<file path="src/rtl/aoi_path_delay_sequencer.sv">
// Characterisation sequencer for the AND-OR cell y = (a & b) | (c & d).
// Walks every 4-bit base vector and every single-pin toggle of it, times the
// cell's response in clock cycles and emits one record per toggle.
//
// Record stream: rec_valid_out is a one-cycle strobe with no back-pressure;
// every rec_* field is valid while rec_valid_out is high and holds its value
// until the next strobe. Exactly 64 strobes occur per completed sweep,
// ordered vec-major, pin-minor.
module aoi_path_delay_sequencer #(
  parameter int SETTLE_CYC = 4,
  parameter int TIMEOUT    = 15,
  parameter int CNT_W      = 4
) (
  input  logic             clk_in,
  input  logic             rst_in,
  input  logic             start_in,
  input  logic             y_obs_in,
  output logic             a_out,
  output logic             b_out,
  output logic             c_out,
  output logic             d_out,
  output logic             busy_out,
  output logic             done_out,
  output logic             rec_valid_out,
  output logic [3:0]       rec_vec_out,
  output logic [1:0]       rec_pin_out,
  output logic             rec_change_out,
  output logic [CNT_W-1:0] rec_delay_out,
  output logic             rec_timeout_out,
  output logic             rec_glitch_out,
  output logic             rec_base_err_out,
  output logic [CNT_W-1:0] max_delay_out,
  output logic [2:0]       dbg_state_out
);

  typedef enum logic [2:0] {
    S_IDLE    = 3'd0,
    S_APPLY   = 3'd1,
    S_SETTLE  = 3'd2,
    S_TOGGLE  = 3'd3,
    S_MEASURE = 3'd4,
    S_REPORT  = 3'd5,
    S_DONE    = 3'd6
  } state_t;

  // Reference function of the cell under characterisation.
  function automatic logic f_ref(input logic [3:0] v);
    return (v[3] & v[2]) | (v[1] & v[0]);
  endfunction

  state_t           state, state_nxt;
  logic [3:0]       vec;
  logic [1:0]       pin;
  logic [CNT_W-1:0] cnt;
  logic [3:0]       drive;
  logic             change_q;
  logic             base_err_q;
  logic             glitch_q;

  logic [3:0]       tog_vec;
  logic [CNT_W-1:0] cnt_inc;
  logic             settle_last;
  logic             match;
  logic             meas_timeout;
  logic             dev;
  logic             meas_end;
  logic             last_rec;

  // Pin 0 is cell pin a, which is the MSB of the vector.
  assign tog_vec      = vec ^ (4'b1000 >> pin);
  assign cnt_inc      = cnt + 1'b1;
  assign settle_last  = (cnt == CNT_W'(SETTLE_CYC - 1));
  assign match        = (y_obs_in == f_ref(tog_vec));
  assign meas_timeout = (cnt_inc == CNT_W'(TIMEOUT));
  assign dev          = (y_obs_in != f_ref(vec));
  assign meas_end     = change_q ? (match || meas_timeout) : settle_last;
  assign last_rec     = (vec == 4'hf) && (pin == 2'd3);

  assign a_out         = drive[3];
  assign b_out         = drive[2];
  assign c_out         = drive[1];
  assign d_out         = drive[0];
  assign dbg_state_out = state;

  // State register.
  always_ff @(posedge clk_in) begin
    if (rst_in) state <= S_IDLE;
    else        state <= state_nxt;
  end

  // Next-state decode.
  always_comb begin
    state_nxt = state;
    case (state)
      S_IDLE:    if (start_in) state_nxt = S_APPLY;
      S_APPLY:   state_nxt = S_SETTLE;
      S_SETTLE:  if (settle_last) state_nxt = S_TOGGLE;
      S_TOGGLE:  state_nxt = S_MEASURE;
      S_MEASURE: if (meas_end) state_nxt = S_REPORT;
      S_REPORT:  state_nxt = last_rec ? S_DONE : S_APPLY;
      S_DONE:    state_nxt = S_IDLE;
      default:   state_nxt = S_IDLE;
    endcase
  end

  // Sweep datapath: cell drive, delay counter, record and summary registers.
  always_ff @(posedge clk_in) begin
    if (rst_in) begin
      vec              <= '0;
      pin              <= '0;
      cnt              <= '0;
      drive            <= '0;
      change_q         <= 1'b0;
      base_err_q       <= 1'b0;
      glitch_q         <= 1'b0;
      busy_out         <= 1'b0;
      done_out         <= 1'b0;
      rec_valid_out    <= 1'b0;
      rec_vec_out      <= '0;
      rec_pin_out      <= '0;
      rec_change_out   <= 1'b0;
      rec_delay_out    <= '0;
      rec_timeout_out  <= 1'b0;
      rec_glitch_out   <= 1'b0;
      rec_base_err_out <= 1'b0;
      max_delay_out    <= '0;
    end else begin
      case (state)
        S_IDLE: begin
          if (start_in) begin
            vec           <= '0;
            pin           <= '0;
            max_delay_out <= '0;
            busy_out      <= 1'b1;
          end
        end
        S_APPLY: begin
          drive <= vec;
          cnt   <= '0;
        end
        S_SETTLE: begin
          if (settle_last) base_err_q <= dev;
          else             cnt        <= cnt_inc;
        end
        S_TOGGLE: begin
          drive    <= tog_vec;
          change_q <= (f_ref(vec) != f_ref(tog_vec));
          cnt      <= '0;
          glitch_q <= 1'b0;
        end
        S_MEASURE: begin
          // Counter includes the current cycle and never passes TIMEOUT.
          if (cnt != CNT_W'(TIMEOUT)) cnt <= cnt_inc;
          glitch_q <= glitch_q | dev;
          if (meas_end) begin
            rec_valid_out    <= 1'b1;
            rec_vec_out      <= vec;
            rec_pin_out      <= pin;
            rec_change_out   <= change_q;
            rec_base_err_out <= base_err_q;
            if (change_q) begin
              // A match on the last allowed cycle still counts as a response.
              rec_timeout_out <= !match;
              rec_delay_out   <= match ? cnt_inc : CNT_W'(TIMEOUT);
              rec_glitch_out  <= 1'b0;
            end else begin
              rec_timeout_out <= 1'b0;
              rec_delay_out   <= '0;
              rec_glitch_out  <= glitch_q | dev;
            end
          end
        end
        S_REPORT: begin
          rec_valid_out <= 1'b0;
          if (rec_change_out && !rec_timeout_out && (rec_delay_out > max_delay_out))
            max_delay_out <= rec_delay_out;
          pin <= pin + 1'b1;
          if (pin == 2'd3) vec <= vec + 1'b1;
          if (last_rec) done_out <= 1'b1;
        end
        S_DONE: begin
          done_out <= 1'b0;
          drive    <= '0;
          busy_out <= 1'b0;
        end
        default: ;
      endcase
    end
  end

endmodule

</file>
<file path="config.mk">
export PLATFORM = sky130hd
export DESIGN_NAME = aoi_path_delay_sequencer
export DESIGN_NICKNAME = d
export VERILOG_FILES = /design/src/rtl/aoi_path_delay_sequencer.sv
export SDC_FILE = /design/constraint.sdc
export NUM_CORES = 1
export LEC_CHECK = 0
export BUFFER_PORTS_ARGS = -buffer_cell sky130_fd_sc_hd__buf_2
export CAP_MARGIN = 40
export CORE_ASPECT_RATIO = 0.6
export CORE_MARGIN = 3
export CORE_UTILIZATION = 55
export DETAILED_ROUTE_END_ITERATION = 7
export PLACE_DENSITY = 0.78
export SLEW_MARGIN = 10
export SYNTH_ARGS = -nofsm -noshare
export SYNTH_HDL_FRONTEND = slang
export SYNTH_SLANG_ARGS = --single-unit
</file>
<file path="constraint.sdc">
create_clock -name clk_in -period 2.5 [get_ports clk_in]
set_input_delay 0.375 -clock clk_in [delete_from_list [all_inputs] [get_ports clk_in]]
set_output_delay 0.375 -clock clk_in [all_outputs]
set_load 0.02 [all_outputs]
</file>
## Yosys cells after proc, flatten, opt, wreduce, memory -nomap -nowiden

Cells that the tools add are included.
W data, S select, Z words.

- Register bits after elaboration: 41
- Output and inout port bits: 28
- Word-level logic and storage cells: 107

- Add/subtract/negate cells: 3
- $lt $le $gt $ge: 1
- Equal/unequal tests: 22
- Shift operators: 1
- Multiplexer cells: 28
- Bitwise logic cells: 8
- Reduce and logical (&&, ||, !) cells: 25

Operators by type and width:

| cell | count |
|---|---|
| $mux W4 | 7 |
| $pmux W4 S3 | 2 |
| $pmux W3 S6 | 1 |
| $ne A2 B2 Y1 const B | 8 |
| $pmux W4 S2 | 2 |
| $mux W3 | 4 |
| $reduce_and A2 Y1 | 6 |
| $reduce_and A3 Y1 | 4 |
| $reduce_bool A2 Y1 | 5 |
| $eq A3 B3 Y1 const B | 3 |
| $add A4 B1 Y4 const B | 2 |
| $eq A4 B4 Y1 const B | 2 |
| $pmux W1 S2 | 4 |
| $eq A3 B2 Y1 const B | 2 |
| $mux W1 | 6 |
| $reduce_bool A3 Y1 | 2 |
| $and A1 B1 Y1 | 4 |
| $eq A4 B2 Y1 const B | 1 |
| $gt A4 B4 Y1 | 1 |
| $ne A4 B4 Y1 const B | 1 |
| $pmux W2 S2 | 1 |
| $shr A4 B2 Y4 const A | 1 |
| $xor A4 B4 Y4 | 1 |
| $eq A3 B1 Y1 const B | 1 |
| 11 further kinds | 17 |

## Depth between registers and ports, before layout

Gate-level depths: netlist (run 1).

- Depth after elaboration: 9
- Gate-level depth with buffers: 9

## Worst setup path after synthesis (run 1)

OpenSTA, ideal clock, no wires.

- Path kind: flip-flop to flip-flop
- From: reg pin[0]
- To: reg rec_delay_out[1]
- Setup time: 0.117 ns
- Arrival time: 1.897 ns
- Setup slack: 0.485 ns
- Stages on the path, launching flop included: 10
- Path buffers: 1
- Clock period less this slack: 2.015 ns
- Cells stage by stage: dfxtp_1 inv_1 ha_1 xnor2_1 o22ai_4 xor2_2 a31o_1 buf_6 and2b_4 a32o_1

- Cells in the longest elaborated chain, start to end: 8
- Elaborated cells on any way between the ends: 11

Ends and longest elaborated chain:

| item | RTL line | text |
|---|---|---|
| start: declaration | 53 | `logic [1:0] pin;` |
| start signal: assignment | 177 | `pin <= pin + 1'b1;` |
| $shr A4 B2 Y4 * | 70 | `assign tog_vec = vec ^ (4'b1000 >> pin);` |
| $xor A4 B4 Y4 * | 70 |  |
| $and A1 B1 Y1 | 48 | `return (v[3] & v[2]) \| (v[1] & v[0]);` |
| $or A1 B1 Y1 * | 48 |  |
| $eq A1 B1 Y1 * | 73 | `assign match = (y_obs_in == f_ref(tog_vec));` |
| $logic_or A1 B1 Y1 | 76 | `assign meas_end = change_q ? (match \|\| meas_timeout) : settle_last;` |
| $mux W1 | 76 |  |
| $reduce_and A2 Y1 (no line) | -- |  |
| end signal: assignment | 164 | `rec_delay_out <= match ? cnt_inc : CNT_W'(TIMEOUT);` |
| end: declaration | 28 | `output logic [CNT_W-1:0] rec_delay_out,` |

Mark *: on every way between the ends. The rest lies on a longest branch, timed or not.
A chain may end at the register's enable or synchronous reset.

## Worst setup path after layout (run 1)

- From: reg pin[0]
- To: reg rec_vec_out[2]

- Cells in the longest elaborated chain, start to end: 8
- Elaborated cells on any way between the ends: 9

Ends and longest elaborated chain:

| item | RTL line | text |
|---|---|---|
| $shr A4 B2 Y4 * | 70 |  |
| $xor A4 B4 Y4 * | 70 |  |
| $and A1 B1 Y1 | 48 |  |
| $or A1 B1 Y1 * | 48 |  |
| $eq A1 B1 Y1 * | 73 |  |
| $logic_or A1 B1 Y1 * | 76 |  |
| $mux W1 * | 76 |  |
| $reduce_and A2 Y1 (no line) * | -- |  |
| end signal: assignment | 157 | `rec_vec_out <= vec;` |
| end: declaration | 25 | `output logic [3:0] rec_vec_out,` |

Marked as above.

==> out/results.txt, run 1 <==
Commonest cells after routing, fill and taps aside - 41 x dfxtp_1, 38 x nor2_1, 31 x buf_2
Drt first pass iters - 4
Total CTS buffers - 5
Multi-input gate area - 0.001257 mm^2
FMAX - 0.4282 GHz
Fin crit share - 0.9341
Maximum VDD drop - 0.4189 mV
Setup Skew - 0.009325 ns
1st-iter DRT viols - 194
Net Count, Synth - 278
Status - completed
Headroom to the max-slew limit - 0.6988
Gr ovfl total - 0
Reg clk slew, reported paths - 0.08 ns
Setup Viol. Count Final - 0
Worst setup EP type - register
Complex-gate fraction of the synthesized area - 0.1809
CTS Hold Bufs - 0
Routability congestion estimate from global placement - 0.8642
Yosys reg bits - 41
Area share of the largest cell type after synthesis - 0.3721
Register Area - 820.8 um^2
Ys Warns - 0
Row cnt - 17
Post-synthesis mux area share - 0.05445
Largest family of logic cells by synthesized area - simple AND/OR/NAND/NOR gates
Clock tree root driver cell - clkbuf_8
Crit path max fanout - 6
Worst-Margin Slew - 0.4405 ns
Critical path destination - rec_vec_out[2]
Post-layout net count - 305
Die extent in x - 87.76 um
Final worst slack - 0.1647 ns
Vias per cell - 5.680
Longest Clk Path Bufs - 2
Power Density - 558.2 mW/mm^2
Core box area - 0.003765 mm^2
Pin count of the biggest net entering global routing - 23
Post-CTS setup buffers - 0
Antenna cells - 0
Mapped Avg Cell Area - 8.387 um^2
Pwr Total - 1.407 mW
Placed Area - 0.002399 mm^2
Dominant cells by area after synthesis - dfxtp_1 37%, nor2_1 6.5%, ha_1 6.2%
# fillers - 313
Leading cell type in the layout, fill and taps excluded - dfxtp_1
# DRC - 0
Pleak - 1.054 nW
Initial core utilization - 0.5859
Crit path launch type - register
Layout cells sized above 1 - 0.2027
HP Class - input port to register
Sequential fraction of the synthesis area - 0.3721
Pre-CTS setup slack - 0.1886 ns
Antenna-violating nets left - 0
Syn-to-layout area delta - 14.29%
Reg-to-reg setup timing slack - 0.16 ns
Synthesized-area fraction occupied by adder cells - 0.06239
Worst reg-to-reg path cell count - 9
Finished Cell Area - 0.002521 mm^2
First-pass GRT wire length - 8376 um
Fin. Hold Viols - 0
Post-synthesis xor/xnor area fraction - 0.08111
Clock sinks - 41
Top-level I/O count - 32
Vias - 1920
# placed instances - 330
CP Launch Point - pin[0]
Gate Count Post-Synth - 263
CTS tree - done
Dominant cell type by area after synthesis - dfxtp_1
H-Tree Depth - 2
Post-cts sizing count - 0
Final Max Tran Viols - 0
Post-DP HPWL - 3717 um
Critical Path RT - 2.69 ns
Mapped cell area - 0.002206 mm^2
Simple-gate share of the synthesized area - 0.1900
Crit path DAT - 2.52 ns
Max_cap viols - 0
Vias in the first global route - 1729
Post-route minimum period - 2.335 ns
Latest clock arrival within the worst-skew pair - 0.30 ns
Worst R2R Start - pin[0]
Die height - 55.06 um
Synth unique cells - 46
Initial antenna violation count - 0
Total wire length - 4980 um
Die area - 0.004832 mm^2
# port buffers - 31
Routed wire per std cell - 14.73 um
Total GRT Usage - 0.2292
Layout Cells excl Fill - 338
Setup CP Type - register to register
R2r endpoint - rec_vec_out[2]
## synth_stat cells, drive strengths merged
master / count
a2111oi: 1
a211oi: 5
a21boi: 1
a21o: 1
a21oi: 23
a22oi: 2
a311oi: 1
a31o: 2
a31oi: 1
a32o: 4
a32oi: 1
a41oi: 1
and2b: 1
and4: 1
and4b: 2
buf: 7
clkbuf: 13
dfxtp: 41
ha: 11
inv: 11
mux2i: 12
nand2: 23
nand2b: 1
nand3: 13
nand3b: 1
nand4: 1
nor2: 38
nor2b: 2
nor3: 7
o2111ai: 3
o211ai: 3
o21a: 2
o21ai: 5
o22ai: 1
o311ai: 1
or2: 1
or3: 2
xnor2: 9
xor2: 8
## worst min-delay path by stage
stage	start	endpoint	slack [ns]	cells after the start
6_report	rst_in	cnt[0]	0.45	2
5_1_grt	rst_in	cnt[3]	0.47	2
4_1_cts	rst_in	cnt[1]	0.45	2
3_5_place_dp	rec_valid_out	rec_valid_out	0.46	2
3_3_place_gp	rec_valid_out	rec_valid_out	0.46	2
2_1_floorplan	base_err_q	base_err_q	0.46	2
## power breakdown
part	total [mW]	switching, mW	internal [mW]
Clock	0.557	0.233	0.325
Combinational	0.161	0.105	0.0555
Sequential	0.689	0.0192	0.670
Total	1.41	0.357	1.05
## metrics by stage
| step | utilization | hold slack, ns | TNS (ns) |
|---|---|---|---|
| 4_1_cts | 0.6690 | 0.4453 | 0 |
| 2_1_floorplan | - | 0.4596 | 0 |
| 5_1_grt | 0.6697 | 0.4735 | -0.003016 |
| 3_3_place_gp | 0.6371 | 0.4590 | 0 |
| 6_report | 0.6697 | 0.4491 | 0 |
| 3_5_place_dp | 0.6371 | 0.4602 | 0 |
## cells by family (layout without fill, tap and decap cells)
family                   Yosys count  count (layout)
AND/OR/NAND/NOR                   93              93
AO/OA/AOI/OAI                     58              58
flip-flops                        41              41
buffers and inverters             31              59
XOR/XNOR                          17              17
multiplexers                      12              12
adder cells (fa/ha/maj)           11              11
## flip-flops by register name, summed over array words and instances (netlist names), 3 cells and up
signal and count:
cnt 4, max_delay_out 4, rec_vec_out 4, vec 4, rec_delay_out 4, drive 4
dbg_state_out 3
## final cells by class
cell class | count | share of cell area
Multi-Input combinational cell | 191 | 0.4988
Clock inverter | 2 | 0.01489
Sequential cell | 41 | 0.3256
Clock buffer | 6 | 0.03275
Tap cell | 47 | 0.02333
Inverter | 11 | 0.01638
Timing Repair Buffer | 40 | 0.08834
## metal layers
layer,vias up,track usage,wire length [um]
li1,971,-,-
met1,889,0.3143,2485
met2,56,0.3438,2129
met3,4,0.07101,339
met4,0,0.07653,25
met5,-,0,0
## worst max-delay path, stage by stage, from the launching register on
cell and delay [ns]:
dfxtp_1 0.42, inv_1 0.11, ha_1 0.26, xnor2_2 0.17, o22ai_4 0.21, xor2_2 0.24
a31o_1 0.33, buf_4 0.22, mux2i_1 0.21, nor2_1 0.06
(Power assumes the default switching activity.)
==> run 2: changes to the inputs <==
GPL_TIMING_DRIVEN = 0   (was unset)
SKIP_LAST_GASP = 1   (was unset)
==> out/results.txt, run 2 (same netlist as run 1, synthesis figures left out) <==
Status - completed (unchanged)
Max_cap viols - 0 (unchanged)
Worst setup EP type - register (unchanged)
H-Tree Depth - 2 (unchanged)
Vias - 1978 (was 1920)
Crit path max fanout - 10 (was 6)
Fin crit share - 0.8932 (was 0.9341)
# DRC - 0 (unchanged)
Placed Area - 0.002415 mm^2 (was 0.002399 mm^2)
Total CTS buffers - 5 (unchanged)
Worst reg-to-reg path cell count - 9 (unchanged)
Leading cell type in the layout, fill and taps excluded - dfxtp_1 (unchanged)
Initial antenna violation count - 0 (unchanged)
Critical Path RT - 2.68 ns (was 2.69 ns)
Routability congestion estimate from global placement - 0.9308 (was 0.8642)
Setup Viol. Count Final - 0 (unchanged)
Hold depth - 2 (unchanged)
R2r endpoint - rec_delay_out[1] (was rec_vec_out[2])
Post-route minimum period - 2.233 ns (was 2.335 ns)
Crit path launch type - register (unchanged)
Clock tree root driver cell - clkbuf_8 (unchanged)
Headroom to the max-slew limit - 0.6058 (was 0.6988)
Die extent in x - 87.76 um (unchanged)
Longest Clk Path Bufs - 2 (unchanged)
Layout cells sized above 1 - 0.1767 (was 0.2027)
Worst-Margin Slew - 0.5914 ns (was 0.4405 ns)
HP Class - register to register (was input port to register)
Top-level I/O count - 32 (unchanged)
FMAX - 0.4478 GHz (was 0.4282 GHz)
Final Max Tran Viols - 0 (unchanged)
1st-iter DRT viols - 195 (was 194)
Drt first pass iters - 5 (was 4)
Reg clk slew, reported paths - 0.08 ns (about the same)
Antenna-violating nets left - 0 (unchanged)
CTS tree - done (unchanged)
Crit path DAT - 2.41 ns (was 2.52 ns)
Antenna cells - 0 (unchanged)
# port buffers - 30 (was 31)
CTS Hold Bufs - 0 (unchanged)
Unrepaired setup endpoints after global routing - false
Post-layout net count - 315 (was 305)
Die height - 55.06 um (unchanged)
HP Start - rec_valid_out (was rst_in)
Reg-to-reg setup timing slack - 0.27 ns (was 0.16 ns)
Clock sinks - 41 (unchanged)
Maximum VDD drop - 0.2738 mV (was 0.4189 mV)
Die area - 0.004832 mm^2 (unchanged)
Pin count of the biggest net entering global routing - 13 (was 23)
Row cnt - 17 (unchanged)
Finished Cell Area - 0.002519 mm^2 (was 0.002521 mm^2)
Gr ovfl total - 0 (unchanged)
Pwr Total - 1.365 mW (was 1.407 mW)
Total wire length - 5258 um (was 4980 um)
Post-cts sizing count - 0 (unchanged)
Commonest cells after routing, fill and taps aside - 41 x dfxtp_1, 38 x nor2_1, 35 x buf_2 (was 41 x dfxtp_1, 38 x nor2_1, 31 x buf_2)
Syn-to-layout area delta - 14.18% (was 14.29%)
First-pass GRT wire length - 8252 um (was 8376 um)
Setup Skew - 0.004324 ns (was 0.009325 ns)
Initial core utilization - 0.5859 (unchanged)
Core box area - 0.003765 mm^2 (unchanged)
Fin. Hold Viols - 0 (unchanged)
Setup CP Type - register to register (unchanged)
Power Density - 542.1 mW/mm^2 (was 558.2 mW/mm^2)
Vias per cell - 5.700 (was 5.680)
Total GRT Usage - 0.2247 (was 0.2292)
Pleak - 1.054 nW (about the same)
Layout Cells excl Fill - 347 (was 338)
Post-DP HPWL - 3837 um (was 3717 um)
# placed instances - 340 (was 330)
Post-CTS setup buffers - 0 (unchanged)
Setup TNS - 0 ns (unchanged)
Vias in the first global route - 1735 (was 1729)
Routed wire per std cell - 15.15 um (was 14.73 um)
Hold Path End - rec_valid_out (was cnt[0])
Worst R2R Start - pin[0] (unchanged)
Latest clock arrival within the worst-skew pair - 0.29 ns (was 0.30 ns)
## run 2: where the power goes
group / internal [mW] / switching [mW] / leakage [nW]
registers: 0.670 / 0.0157 / 0.332
logic: 0.0539 / 0.114 / 0.668
clock network: 0.290 / 0.221 / 0.0540
total: 1.01 / 0.351 / 1.05
## run 2: worst max-delay path, stage by stage (launching register included)
cell and delay, ns:
dfxtp_1 0.43, inv_1 0.11, ha_1 0.23, xnor2_1 0.26, o22ai_4 0.14, xor2_2 0.18, a31o_1 0.24, buf_6 0.15
and2b_4 0.18, a32o_1 0.20
## run 2: cell type report
type	count	area, um^2
multi-input cells	191	1255
fillers	339	1246
flip-flops and latches	41	820.8
repair buffers	30	150.1
plain buffers	20	88.84
clock buffers	5	68.82
well taps	47	58.81
inverters	11	41.29
clock inverters	2	35.03
## run 2: worst max-delay path by stage
stage                       from               end  cells past startpoint
after floorplan           pin[0]  rec_delay_out[1]                      9
after global placement    pin[0]  rec_delay_out[0]                      9
after detailed placement  pin[0]  rec_delay_out[0]                      9
after CTS                 pin[0]  rec_delay_out[2]                      9
after global routing      pin[0]  rec_delay_out[0]                      9
final                     pin[0]  rec_delay_out[1]                      9
## run 2: metal layers
| layer | wire [um] | vias up | global-route usage |
|---|---|---|---|
| met3 | 344 | 8 | 0.05917 |
| met5 | 0 | - | 0 |
| met1 | 2691 | 913 | 0.3176 |
| met4 | 54 | 0 | 0.04337 |
| li1 | - | 985 | - |
| met2 | 2167 | 72 | 0.3475 |
## run 2: per-stage QoR
| step | hold WS, ns | utilization | setup WS, ns |
|---|---|---|---|
| after floorplan | 0.4596 | - | 0.4853 |
| after global placement | 0.4481 | 0.6414 | 0.3269 |
| after detailed placement | 0.4512 | 0.6414 | 0.3014 |
| after CTS | 0.4665 | 0.6690 | 0.2814 |
| after global routing | 0.4926 | 0.6690 | 0.1231 |
| final | 0.4599 | 0.6690 | 0.2669 |
==> run 3: changes to the inputs <==
ABC_CLOCK_PERIOD_IN_PS = 1920   (was unset)
CORE_UTILIZATION = 51   (was 55)
PLACE_DENSITY = 0.76   (was 0.78)
clock period = 1.92 ns   (was 2.5 ns; I/O delays follow)
==> out/results.txt, run 3 (same netlist as run 1, synthesis figures left out) <==
Largest stage delay, worst path - 0.42 ns (was 0.43 ns)
Final worst slack - -0.08038 ns (was 0.2669 ns)
Power Density - 639.5 mW/mm^2 (was 542.1 mW/mm^2)
Post-layout net count - 320 (was 315)
Leading cell type in the layout, fill and taps excluded - nor2_1 (was dfxtp_1)
H-Tree Depth - 2 (unchanged)
Pwr Total - 1.755 mW (was 1.365 mW)
Critical-path cell list - inv_4, ha_4, xnor2_4, o22ai_4, xor2_2, a31o_1, buf_6, and2b_4, a32o_1 (was inv_1, ha_1, xnor2_1, o22ai_4, xor2_2, a31o_1, buf_6, and2b_4, a32o_1)
Post-route minimum period - 2.000 ns (was 2.233 ns)
Total wire length - 5648 um (was 5258 um)
Worst R2R Start - pin[0] (unchanged)
Crit path launch type - register (unchanged)
Unrepaired setup endpoints after global routing - true (was false)
# placed instances - 350 (was 340)
Pin count of the biggest net entering global routing - 13 (unchanged)
Pleak - 1.098 nW (was 1.054 nW)
Fin crit share - 1.042 (was 0.8932)
Latest clock arrival within the worst-skew pair - 0.30 ns (was 0.29 ns)
# fillers - 354 (was 339)
Syn-to-layout area delta - 24.39% (was 14.18%)
Clock tree root driver cell - clkbuf_8 (unchanged)
WP buf/inv - 2 (unchanged)
Routed wire per std cell - 15.56 um (was 15.15 um)
Reg clk slew, reported paths - 0.08 ns (about the same)
Crit path max fanout - 5 (was 10)
Setup Skew - 0.008171 ns (was 0.004324 ns)
Layout Utilization - 0.7011 (was 0.6690)
Layout cells sized above 1 - 0.2582 (was 0.1767)
Vias - 2026 (was 1978)
Die area - 0.005176 mm^2 (was 0.004832 mm^2)
Final Max Tran Viols - 0 (unchanged)
Routability congestion estimate from global placement - 0.8522 (was 0.9308)
Antenna-violating nets left - 0 (unchanged)
Final hold slack - 0.3802 ns (was 0.4599 ns)
Maximum VDD drop - 0.4001 mV (was 0.2738 mV)
Setup TNS - -0.5006 ns (was 0 ns)
Vias per cell - 5.581 (was 5.700)
Antenna cells - 0 (unchanged)
Die height - 56.94 um (was 55.06 um)
Pre-CTS setup slack - -0.2569 ns (was 0.3014 ns)
Worst-Margin Slew - 0.5387 ns (was 0.5914 ns)
1st-iter DRT viols - 158 (was 195)
Critical Path RT - 2.11 ns (was 2.68 ns)
Clock sinks - 41 (unchanged)
FMAX - 0.4999 GHz (was 0.4478 GHz)
Failing checks - setup timing
Slowest-stage cell, CP - dfxtp_4 (was dfxtp_1)
CTS Hold Bufs - 0 (unchanged)
Row cnt - 17 (unchanged)
Die extent in x - 90.91 um (was 87.76 um)
Post-DP HPWL - 3997 um (was 3837 um)
Status - complete, but fails checks (was completed)
Drt first pass iters - 4 (was 5)
HP Start - start_in (was rec_valid_out)
Headroom to the max-slew limit - 0.6409 (was 0.6058)
Max_cap viols - 0 (unchanged)
Fin. Hold Viols - 0 (unchanged)
Layout Cells excl Fill - 363 (was 347)
Top-level I/O count - 32 (unchanged)
First-pass GRT wire length - 9418 um (was 8252 um)
Finished Cell Area - 0.002744 mm^2 (was 0.002519 mm^2)
CTS tree - done (unchanged)
Placed Area - 0.002460 mm^2 (was 0.002415 mm^2)
Initial antenna violation count - 0 (unchanged)
Initial core utilization - 0.5636 (was 0.5859)
Vias in the first global route - 1973 (was 1735)
CP Launch Point - pin[0] (unchanged)
# DRC - 0 (unchanged)
Core box area - 0.003914 mm^2 (was 0.003765 mm^2)
Total CTS buffers - 5 (unchanged)
Longest Clk Path Bufs - 2 (unchanged)
Setup CP Type - register to register (unchanged)
HP Class - input port to register (was register to register)
Gr ovfl total - 0 (unchanged)
Total GRT Usage - 0.2270 (was 0.2247)
Setup Viol. Count Final - 11 (was 0)
Worst setup EP type - register (unchanged)
Crit path DAT - 2.19 ns (was 2.41 ns)
# port buffers - 30 (unchanged)
Crit path max-delay family - compound AO/OA/AOI/OAI gates (unchanged)
Commonest cells after routing, fill and taps aside - 38 x nor2_1, 37 x dfxtp_1, 34 x buf_2 (was 41 x dfxtp_1, 38 x nor2_1, 35 x buf_2)
## run 3: cell count changes in the layout (fill, tap and decap cells not counted), moves of 3 or more
| cell | previous run | this run |
|---|---|---|
| buf_4 | 0 | 7 |
| clkbuf_1 | 13 | 10 |
| dfxtp_1 | 41 | 37 |
| ha_1 | 11 | 6 |
| ha_4 | 0 | 5 |
| xnor2_2 | 3 | 0 |
| xnor2_4 | 0 | 4 |
## run 3: what timing repair did
item,CTS,global route
cloned,1,0
setup endpoints to repair,13,25
buffers inserted,4,2
pin swaps,8,3
gates resized for setup,20,11
## run 3: area by class of cell
class,count,area [um^2],share of cell area
sequential,41,830.8,0.3028
clock buffer,7,96.34,0.03511
timing repair buffer,37,202.7,0.07387
tap,57,71.32,0.02599
inverter,11,46.29,0.01687
buffer,18,82.58,0.03010
multi-input combinational,191,1409,0.5135
clock inverter,1,5.005,0.001824
## run 3: final timing paths
kind         cells past startpoint               end  slack, ns
min reg2reg                      2     rec_valid_out       0.47
min                              5          busy_out       0.38
max                              9  rec_delay_out[0]      -0.08
max reg2reg                      9  rec_delay_out[0]      -0.08
## run 3: where the power goes
part	internal, mW	leakage, nW	switching, mW	total (mW)
logic	0.0741	0.710	0.153	0.227
registers	0.871	0.334	0.0220	0.893
clock network	0.325	0.0542	0.309	0.634
## run 3: tightest hold or removal path, stage by stage
cell and delay, ns:
buf_2 0.11, a21oi_1 0.06, nor2_1 0.08, a21oi_1 0.04
nor2_1 0.07
## run 3: metal layers
layer	up-vias	GRT usage	wire (um)
met1	949	0.3149	2694
met5	-	0	0
met2	72	0.3562	2452
li1	998	-	-
met4	0	0.06223	61
met3	7	0.05665	440
